**config.mk**
```make
export PLATFORM = sky130hd
export DESIGN_NAME = usb_bus_reset_gen
export DESIGN_NICKNAME = d
export VERILOG_FILES = /design/src/rtl/usb_reset_pkg.sv /design/src/rtl/usb_line_sync.sv /design/src/rtl/usb_bus_reset_gen.sv
export SDC_FILE = /design/constraint.sdc
export NUM_CORES = 1
export LEC_CHECK = 0
export BUFFER_PORTS_ARGS = -buffer_cell sky130_fd_sc_hd__buf_2
export CAP_MARGIN = 20
export CORE_MARGIN = 2
export CORE_UTILIZATION = 54
export DETAILED_ROUTE_END_ITERATION = 8
export PLACE_DENSITY = 0.71
export SYNTH_ARGS = -nofsm -noshare
export SYNTH_HDL_FRONTEND = slang
export SYNTH_SLANG_ARGS = --single-unit
export TNS_END_PERCENT = 5
```
**constraint.sdc**
```tcl
create_clock -name clk_48mhz -period 5.1 [get_ports clk_48mhz]
set_input_delay 1.275 -clock clk_48mhz [delete_from_list [all_inputs] [get_ports clk_48mhz]]
set_output_delay 1.275 -clock clk_48mhz [all_outputs]
set_load 0.005 [all_outputs]
```
**src/rtl/usb_reset_pkg.sv**
```systemverilog
// Shared line-state and FSM encodings for the USB bus-reset generator.
package usb_reset_pkg;

    localparam logic [1:0] LS_J   = 2'b10;
    localparam logic [1:0] LS_K   = 2'b01;
    localparam logic [1:0] LS_SE0 = 2'b00;
    localparam logic [1:0] LS_SE1 = 2'b11;

    typedef enum logic [2:0] {
        ST_POR       = 3'd0,
        ST_IDLE      = 3'd1,
        ST_SE0_CNT   = 3'd2,
        ST_BUS_RESET = 3'd3,
        ST_HOLD      = 3'd4
    } state_e;

    function automatic int unsigned max3(input int unsigned a, input int unsigned b,
                                         input int unsigned c);
        int unsigned m;
        m = (a > b) ? a : b;
        return (m > c) ? m : c;
    endfunction

endpackage

```
**src/rtl/usb_line_sync.sv**
```systemverilog
// Multi-stage synchroniser for the {dp,dn} pair; resets to J so no false SE0 appears.
module usb_line_sync
    import usb_reset_pkg::*;
#(
    parameter int unsigned SYNC_STAGES = 2
) (
    input  logic       i_clk,
    input  logic       i_rst_n,
    input  logic [1:0] i_line,
    output logic [1:0] o_line
);

    logic [SYNC_STAGES-1:0][1:0] r_stage;

    always_ff @(posedge i_clk or negedge i_rst_n) begin
        if (!i_rst_n) begin
            r_stage <= {SYNC_STAGES{LS_J}};
        end else begin
            r_stage <= {r_stage[SYNC_STAGES-2:0], i_line};
        end
    end

    assign o_line = r_stage[SYNC_STAGES-1];

endmodule

```
**src/rtl/usb_bus_reset_gen.sv**
```systemverilog
// Core reset generator: power-on hold, then USB bus-reset (long SE0) detection with release hold.
module usb_bus_reset_gen
    import usb_reset_pkg::*;
#(
    parameter int unsigned POR_CYCLES  = 4800,
    parameter int unsigned SE0_CYCLES  = 120,
    parameter int unsigned HOLD_CYCLES = 48,
    parameter int unsigned SYNC_STAGES = 2
) (
    input  logic       clk_48mhz,
    input  logic       reset_n,
    input  logic       usb_p_rx,
    input  logic       usb_n_rx,
    input  logic       usb_tx_en,
    output logic       bootloader_reset,
    output logic       bus_reset_pulse,
    output logic [1:0] line_state,
    output logic       por_done
);

    localparam int unsigned CNT_MAX = max3(POR_CYCLES, SE0_CYCLES, HOLD_CYCLES);
    localparam int unsigned CNT_W   = $clog2(CNT_MAX + 1);

    localparam logic [CNT_W-1:0] POR_LAST  = CNT_W'(POR_CYCLES - 1);
    localparam logic [CNT_W-1:0] SE0_LAST  = CNT_W'(SE0_CYCLES - 1);
    localparam logic [CNT_W-1:0] HOLD_LAST = CNT_W'(HOLD_CYCLES - 1);

    state_e           r_state, w_state_d;
    logic [CNT_W-1:0] r_cnt, w_cnt_d, w_cnt_inc;
    logic             r_boot_rst, w_boot_rst_d;
    logic             r_pulse, w_pulse_d;
    logic             r_por_done, w_por_done_d;
    logic [1:0]       w_line;
    logic             w_se0;

    usb_line_sync #(
        .SYNC_STAGES (SYNC_STAGES)
    ) u_line_sync (
        .i_clk   (clk_48mhz),
        .i_rst_n (reset_n),
        .i_line  ({usb_p_rx, usb_n_rx}),
        .o_line  (w_line)
    );

    // tx_en shares this clock domain, so it masks SE0 without synchronisation
    assign w_se0     = (w_line == LS_SE0) && !usb_tx_en;
    assign w_cnt_inc = (r_cnt == {CNT_W{1'b1}}) ? r_cnt : r_cnt + CNT_W'(1);

    always_comb begin
        w_state_d    = r_state;
        w_cnt_d      = r_cnt;
        w_boot_rst_d = r_boot_rst;
        w_pulse_d    = 1'b0;
        w_por_done_d = r_por_done;
        case (r_state)
            ST_POR: begin
                w_cnt_d      = w_cnt_inc;
                w_boot_rst_d = 1'b1;
                if (r_cnt == POR_LAST) begin
                    w_state_d    = ST_IDLE;
                    w_cnt_d      = '0;
                    w_boot_rst_d = 1'b0;
                    w_por_done_d = 1'b1;
                end
            end
            ST_IDLE: begin
                w_boot_rst_d = 1'b0;
                if (w_se0) begin
                    w_state_d = ST_SE0_CNT;
                    w_cnt_d   = CNT_W'(1);
                end
            end
            ST_SE0_CNT: begin
                w_boot_rst_d = 1'b0;
                if (!w_se0) begin
                    w_state_d = ST_IDLE;
                    w_cnt_d   = '0;
                end else if (r_cnt == SE0_LAST) begin
                    w_state_d    = ST_BUS_RESET;
                    w_cnt_d      = '0;
                    w_pulse_d    = 1'b1;
                    w_boot_rst_d = 1'b1;
                end else begin
                    w_cnt_d = w_cnt_inc;
                end
            end
            ST_BUS_RESET: begin
                w_boot_rst_d = 1'b1;
                if (!w_se0) begin
                    w_state_d = ST_HOLD;
                    w_cnt_d   = '0;
                end
            end
            ST_HOLD: begin
                w_boot_rst_d = 1'b1;
                // Returning SE0 extends the same bus reset; no second strobe.
                if (w_se0) begin
                    w_state_d = ST_BUS_RESET;
                    w_cnt_d   = '0;
                end else if (r_cnt == HOLD_LAST) begin
                    w_state_d    = ST_IDLE;
                    w_cnt_d      = '0;
                    w_boot_rst_d = 1'b0;
                end else begin
                    w_cnt_d = w_cnt_inc;
                end
            end
            default: begin
                w_state_d    = ST_POR;
                w_cnt_d      = '0;
                w_boot_rst_d = 1'b1;
            end
        endcase
    end

    always_ff @(posedge clk_48mhz or negedge reset_n) begin
        if (!reset_n) begin
            r_state    <= ST_POR;
            r_cnt      <= '0;
            r_boot_rst <= 1'b1;
            r_pulse    <= 1'b0;
            r_por_done <= 1'b0;
        end else begin
            r_state    <= w_state_d;
            r_cnt      <= w_cnt_d;
            r_boot_rst <= w_boot_rst_d;
            r_pulse    <= w_pulse_d;
            r_por_done <= w_por_done_d;
        end
    end

    assign bootloader_reset = r_boot_rst;
    assign bus_reset_pulse  = r_pulse;
    assign line_state       = w_line;
    assign por_done         = r_por_done;

endmodule

```
==> reports/metrics.cfg, run 1 <==
[synth]
yosysSeqAreaShare_pct = 44.35
synth_ff_type = dfrtp_1
netlist_instances = 136
synth_top_family_by_area = simple AND/OR/NAND/NOR gates
synth-compound-area-share_pct = 12.74
async_reset_ff_share_pct = 100.0
synthSimpleGateAreaFrac_pct = 34.58
synth_xor_area_share_pct = 3.352
ys_ff_latch = 23
synth_edf_count = 0
muxShareOfSynthArea_pct = 0.7663
syn_area_um2 = 1306
synth_fa_ha_area_share_pct = 0.9579
yosys.area.top_type = dfrtp_1
synth_common_cells = dfrtp_1 (20), nor2_1 (15), nand2_1 (12)
yosysWarnings = 0
ys_types = 48
avgSynthCellArea_um2 = 9.605
syn_nets = 142
synth_area_leaders = dfrtp_1 (38%), dfstp_2 (6.0%), nor2_1 (4.3%)
synth_top_area_share_pct = 38.31
synth_most_common_cell = dfrtp_1

[min_path]
hold_path.class = reg -> reg
hold_depth = 0
hold_start = u_line_sync.r_stage[1]$_DFF_PN1_
hold_end = u_line_sync.o_line[1]$_DFF_PN1_

[global_routing]
met1_usage_pct = 34.30
antenna_found_initial = 0
use_met3_pct = 3.390
track_usage_pct = 24.34
grt_max_degree = 24
gr-total-overflow = 0
grt_pass1_vias = 1059
gr-usage-met2_pct = 37.08
busiest_layer = met2
grt_pass1_wl_um = 4961

[sta]
finalCritPeriodShare_pct = 50.16
layout_min_cycle_time_ps = 2558
tns_ps = 0
rsz0062_at_grt = false
fmax_mhz = 390.9
final_max_slew_viol_count = 0
setup_viol = 0
fin_skew_ps = 3.227
worst_pin_slew_ps = 600.4
hold_viol_final = 0
slew_headroom_pct = 59.67

[cts]
post_cts_buffers = 0
cts_buffer_depth = 2
clk_pin_slew_ps = 130
cts_hold_buf = 0
post_cts_resized = 0
cts-buffers-inserted = 3
cts_tree = built
clk_latency_ps = 310
clock-sinks = 23
htree_levels = 1
cts_root_buf = clkbuf_4

[worst_setup_path]
worstRegToRegCells = 6
critPathArrivalTime_ps = 2780
cp-end-kind = flip-flop
crit_fanout = 10
timing.rr.start = r_cnt[0]$_DFFE_PN0P_
critPathKind = in -> reg
crit_required_ps = 5320
startpoint_type = input pin
r2r_slack_ps = 2900
reg2reg_to = r_cnt[5]$_DFFE_PN0P_

[floorplanning]
die_h_um = 53.19
fp.coreArea_um2 = 2255
die_x_um = 53.19
num_rows = 17
start_util_pct = 57.94
ios = 10
die_area_um2 = 2829

[finish]
diodes = 0
drive_gt1_share_pct = 18.31
final_area_um2 = 1374
fin_nets = 149
areaGrowthSynthToFinish_pct = 5.173
fillCellCount = 214

[drt]
drc_errors = 0
ant_nets = 0
vias = 1112
drtIter0Drc = 43
wl_per_cell_um = 16.36
dr.pass1.iters = 4
via_per_inst = 6.541
wirelength_um = 2781

[placement]
dp_hpwl_um = 1981
portBuffers = 9
place_congestion = 0.8568
postPlaceCellArea_um2 = 1348

[job]
drv_cap = 0

[status]
status = finished clean

[power]
p_per_area_nw_per_um2 = 351.5
ir_drop_v = 0.0003031
p_leak_nw = 0.5544

==> cells in the final DEF (no fill, tap or decap), types with 2 or more instances in the layout <==
cell type | Yosys | layout
xor2_1 | 2 | 2
nand4_1 | 5 | 5
or3_1 | 3 | 3
dfstp_2 | 3 | 3
nor4_4 | 2 | 2
dfrtp_1 | 20 | 20
clkbuf_4 | 0 | 3
a21oi_1 | 7 | 7
buf_2 | 3 | 9
nor3_1 | 8 | 8
and4_1 | 3 | 3
nor4_1 | 4 | 4
o22ai_1 | 3 | 3
o21a_1 | 2 | 2
xnor2_1 | 3 | 3
nor2_1 | 15 | 15
nand3_1 | 5 | 5
nor3b_1 | 2 | 2
o21ai_0 | 4 | 4
nand2_1 | 12 | 12
==> where the power goes <==
| part | internal (mW) | switching (mW) |
|---|---|---|
| registers | 0.208 | 0.0345 |
| clock network | 0.0306 | 0.0551 |
| logic | 0.0552 | 0.0999 |
| total | 0.293 | 0.190 |
==> through the flow <==
| step | total power [mW] | setup WS, ps | std cells | util, % | hold WS (ps) |
|---|---|---|---|---|---|
| 2_1_floorplan | 0.3598 | 2566 | 136 | - | 331.2 |
| 3_3_place_gp | 0.3901 | 2298 | 166 | 59.77 | 332.8 |
| 3_5_place_dp | 0.3975 | 2218 | 166 | 59.77 | 348.8 |
| 4_1_cts | 0.4839 | 2561 | 170 | 60.93 | 367.5 |
| 6_report | 0.4829 | 2542 | 170 | 60.93 | 364.9 |
| 5_1_grt | 0.5166 | 2375 | 170 | 60.93 | 368.9 |
==> metal layers <==
metal,vias up,routed length [um]
met4,0,39
met5,-,0
met2,43,1317
met1,540,1257
li1,524,-
met3,5,166
==> worst max-delay path, cell delays in order <==
cell and delay (ps):
buf_2 120, nor3_1 460, nand2_1 130, o221ai_2 360
nor3_4 130, nor4_2 300
==> how the worst max path moves through the flow <==
| stage | startpoint | end | cells after the start |
|---|---|---|---|
| after detailed placement | usb_tx_en | r_cnt[5]$_DFFE_PN0P_ | 6 |
| after floorplan | usb_tx_en | r_cnt[5]$_DFFE_PN0P_ | 5 |
| final | usb_tx_en | r_cnt[5]$_DFFE_PN0P_ | 6 |
| after CTS | usb_tx_en | r_cnt[5]$_DFFE_PN0P_ | 6 |
| after global routing | usb_tx_en | r_cnt[3]$_DFFE_PN0P_ | 6 |
| after global placement | usb_tx_en | r_cnt[5]$_DFFE_PN0P_ | 6 |
==> registers in the layout, indices dropped and copies added (netlist names) <==
signal,cells
bootloader_reset,1
u_line_sync.o_line,2
r_cnt,13
r_state,3
por_done,1
bus_reset_pulse,1
u_line_sync.r_stage,2
==> area by class of cell <==
class                      count  area (um^2)  area share [%]
clock buffer                   4        26.28           1.913
sequential                    23        579.3           42.17
tap                           28        35.03           2.550
timing repair buffer           9        45.04           3.279
multi-input combinational    105        684.4           49.82
inverter                       1        3.754          0.2732
==> cells by family after synthesis <==
kind of cell             Yosys count
AO/OA/AOI/OAI                     25
XOR/XNOR                           5
adder cells (fa/ha/maj)            1
buffers and inverters              8
flip-flops                        23
multiplexers                       1
AND/OR/NAND/NOR                   73
No activity file was read; power rests on OpenSTA's default activity.
==> run 2, diff against run 1 <==
ABC_AREA = 1   (was not set)
CORE_UTILIZATION = 53   (was 54)
PLACE_DENSITY = 0.72   (was 0.71)
clock period = 2.1 ns   (was 5.1 ns; I/O delays follow)
==> run 2 against run 1 <==
  * Register-to-register slack got worse by 2700 ps
  * Sequential power rose to 2.7 times the previous value
  * Worst hold slack got worse by 200 ps
  * Critical endpoint unchanged
  * Highest routed layer unchanged
==> reports/metrics.cfg, run 2 <==
[global_routing]
gr-total-overflow = 0
grt_pass1_vias = 1034
track_usage_pct = 21.22
antenna_found_initial = 0
grt_max_degree = 24
grt_pass1_wl_um = 4533

[sta]
rsz0062_at_grt = false
fmax_mhz = 537.9
tns_ps = 0
setup_viol = 0
finalCritPeriodShare_pct = 88.52
worst_slack_ps = 241.1
final_max_slew_viol_count = 0
worst_pin_slew_ps = 507.3
fin_skew_ps = 1.917
slew_headroom_pct = 66.18
hold_viol_final = 0
layout_min_cycle_time_ps = 1859

[cts]
cts_buffer_depth = 2
cts-buffers-inserted = 3
post_cts_buffers = 0
cts_root_buf = clkbuf_4
post_cts_resized = 0
cts_hold_buf = 0
htree_levels = 1
cts_tree = built
clk_pin_slew_ps = 120
clk_latency_ps = 310
clock-sinks = 23

[finish]
largest_reg_flops = 13
areaGrowthSynthToFinish_pct = 5.306
final_cells = 207
reg.largest.list = r_cnt: 13 flops, r_state: 3 flops
final_common_cell = nand2_1
diodes = 0
utilization_pct = 58.66
fin_nets = 184
drive_gt1_share_pct = 19.21
top_register = r_cnt
final_cell_mix = nand2_1 (34), nor2_1 (31), dfrtp_1 (20)

[floorplanning]
fp.coreArea_um2 = 2455
die_area_um2 = 3002
die_x_um = 54.80
ios = 10
num_rows = 18
die_h_um = 54.80
start_util_pct = 55.71

[power]
pwr-share-seq_pct = 53.3
p_total_mw = 1.231
clkPwrFrac_pct = 16.7
p_per_area_nw_per_um2 = 855.1
combPwrFrac_pct = 30.0
p_int_mw = 0.7434
p_leak_nw = 0.7205
p_sw_share_pct = 39.63
ir_drop_v = 0.0007780
power.switching_mw = 0.4881

[synth]
avgSynthCellArea_um2 = 8.140
ys_types = 28
netlist_instances = 168
synth_most_common_cell = nand2_1
async_reset_ff_share_pct = 100.0
synth_edf_count = 0
yosys.area.top_type = dfrtp_1
synth_common_cells = nand2_1 (34), nor2_1 (31), dfrtp_1 (20)
synth_top_area_share_pct = 36.60
synth_area_leaders = dfrtp_1 (37%), nand2_1 (9.3%), nor2_1 (8.5%)
syn_nets = 174
yosysWarnings = 0
synth_ff_type = dfrtp_1
ys_ff_latch = 23
yosysSeqAreaShare_pct = 42.36
syn_area_um2 = 1368

[worst_setup_path]
critPathArrivalTime_ps = 2070
startpoint_type = flip-flop
critPathKind = reg -> reg
cp-end-kind = flip-flop
crit_fanout = 12
crit_required_ps = 2310

[placement]
place_congestion = 0.8953
portBuffers = 9
dp.cells = 203
dp_worst_setup_slack_ps = 282.5
dp_hpwl_um = 2148

[min_path]
hold_path.class = in -> async

[status]
status = finished clean

[job]
drv_cap = 0

[drt]
vias = 1132
drtIter0Drc = 35
drc_errors = 0
wl_per_cell_um = 13.36
wirelength_um = 2765
via_per_inst = 5.469
ant_nets = 0
dr.pass1.iters = 4

-- run 2: power groups by stage --
stage / registers [mW] / logic [mW] / clock network (mW)
3_5_place_dp: 0.662 / 0.366 / 0
5_1_grt: 0.672 / 0.423 / 0.228
2_1_floorplan: 0.626 / 0.292 / 0
3_3_place_gp: 0.653 / 0.346 / 0
6_report: 0.657 / 0.369 / 0.205
4_1_cts: 0.653 / 0.371 / 0.205
-- run 2: metal layers --
metal / GRT usage (%) / wire length [um] / vias to the layer above
li1: - / - / 553
met5: 0 / 0 / -
met2: 37.10 / 1421 / 24
met4: 6.250 / 37 / 0
met1: 27.19 / 1223 / 550
met3: 2.459 / 83 / 5
-- run 2: logic make-up (layout without fill, tap and decap cells) --
family | count (synthesis) | count (layout) | synth area share [%]
xor gates and xnor gates | 6 | 6 | 3.843
buffers and inverters | 24 | 33 | 8.234
DFF | 23 | 23 | 42.36
and+or+nand+nor | 103 | 103 | 39.25
AOI/OAI and AO/OA | 11 | 11 | 5.398
adders and majority gates | 1 | 1 | 0.9148
-- run 2: area by class of cell --
| cell class | count | area, um^2 |
|---|---|---|
| clock buffer | 3 | 22.52 |
| clock inverter | 1 | 5.005 |
| fill | 226 | 1015 |
| inverter | 20 | 75.07 |
| multi-input combinational | 121 | 675.6 |
| sequential | 23 | 579.3 |
| tap | 30 | 37.54 |
| timing repair buffer | 9 | 45.04 |
-- run 2: worst paths after layout --
kind	startpoint	to	slack, ps	depth (start not counted)
min in group clk_48mhz	usb_p_rx	u_line_sync.r_stage[1]$_DFF_PN1_	290	1
worst min-delay path	reset_n	u_line_sync.r_stage[0]$_DFF_PN0_	160	1
max in group asynchronous	reset_n	u_line_sync.o_line[1]$_DFF_PN1_	1580	1
worst max-delay path	r_cnt[0]$_DFFE_PN0P_	r_cnt[5]$_DFFE_PN0P_	240	8
worst max register to register	r_cnt[0]$_DFFE_PN0P_	r_cnt[5]$_DFFE_PN0P_	240	8
worst min register to register	u_line_sync.r_stage[1]$_DFF_PN1_	u_line_sync.o_line[1]$_DFF_PN1_	370	0
-- run 2: critical path: stages, from the launching register on --
cell     delay [ps]
dfrtp_1         430
ha_1            240
nand2_1          90
nor2_2          170
nand4_2         330
nand2_1         220
nor2_1           70
o21ai_0         150
nor2_1           60
-- run 2: per-stage QoR --
| step | instance area [um^2] | hold WS, ps |
|---|---|---|
| after CTS | 1440 | 180.9 |
| after global routing | 1440 | 194.6 |
| final | 1440 | 160.8 |
| after global placement | 1413 | 332.7 |
| after floorplan | 1368 | 229.4 |
| after detailed placement | 1413 | 342.6 |
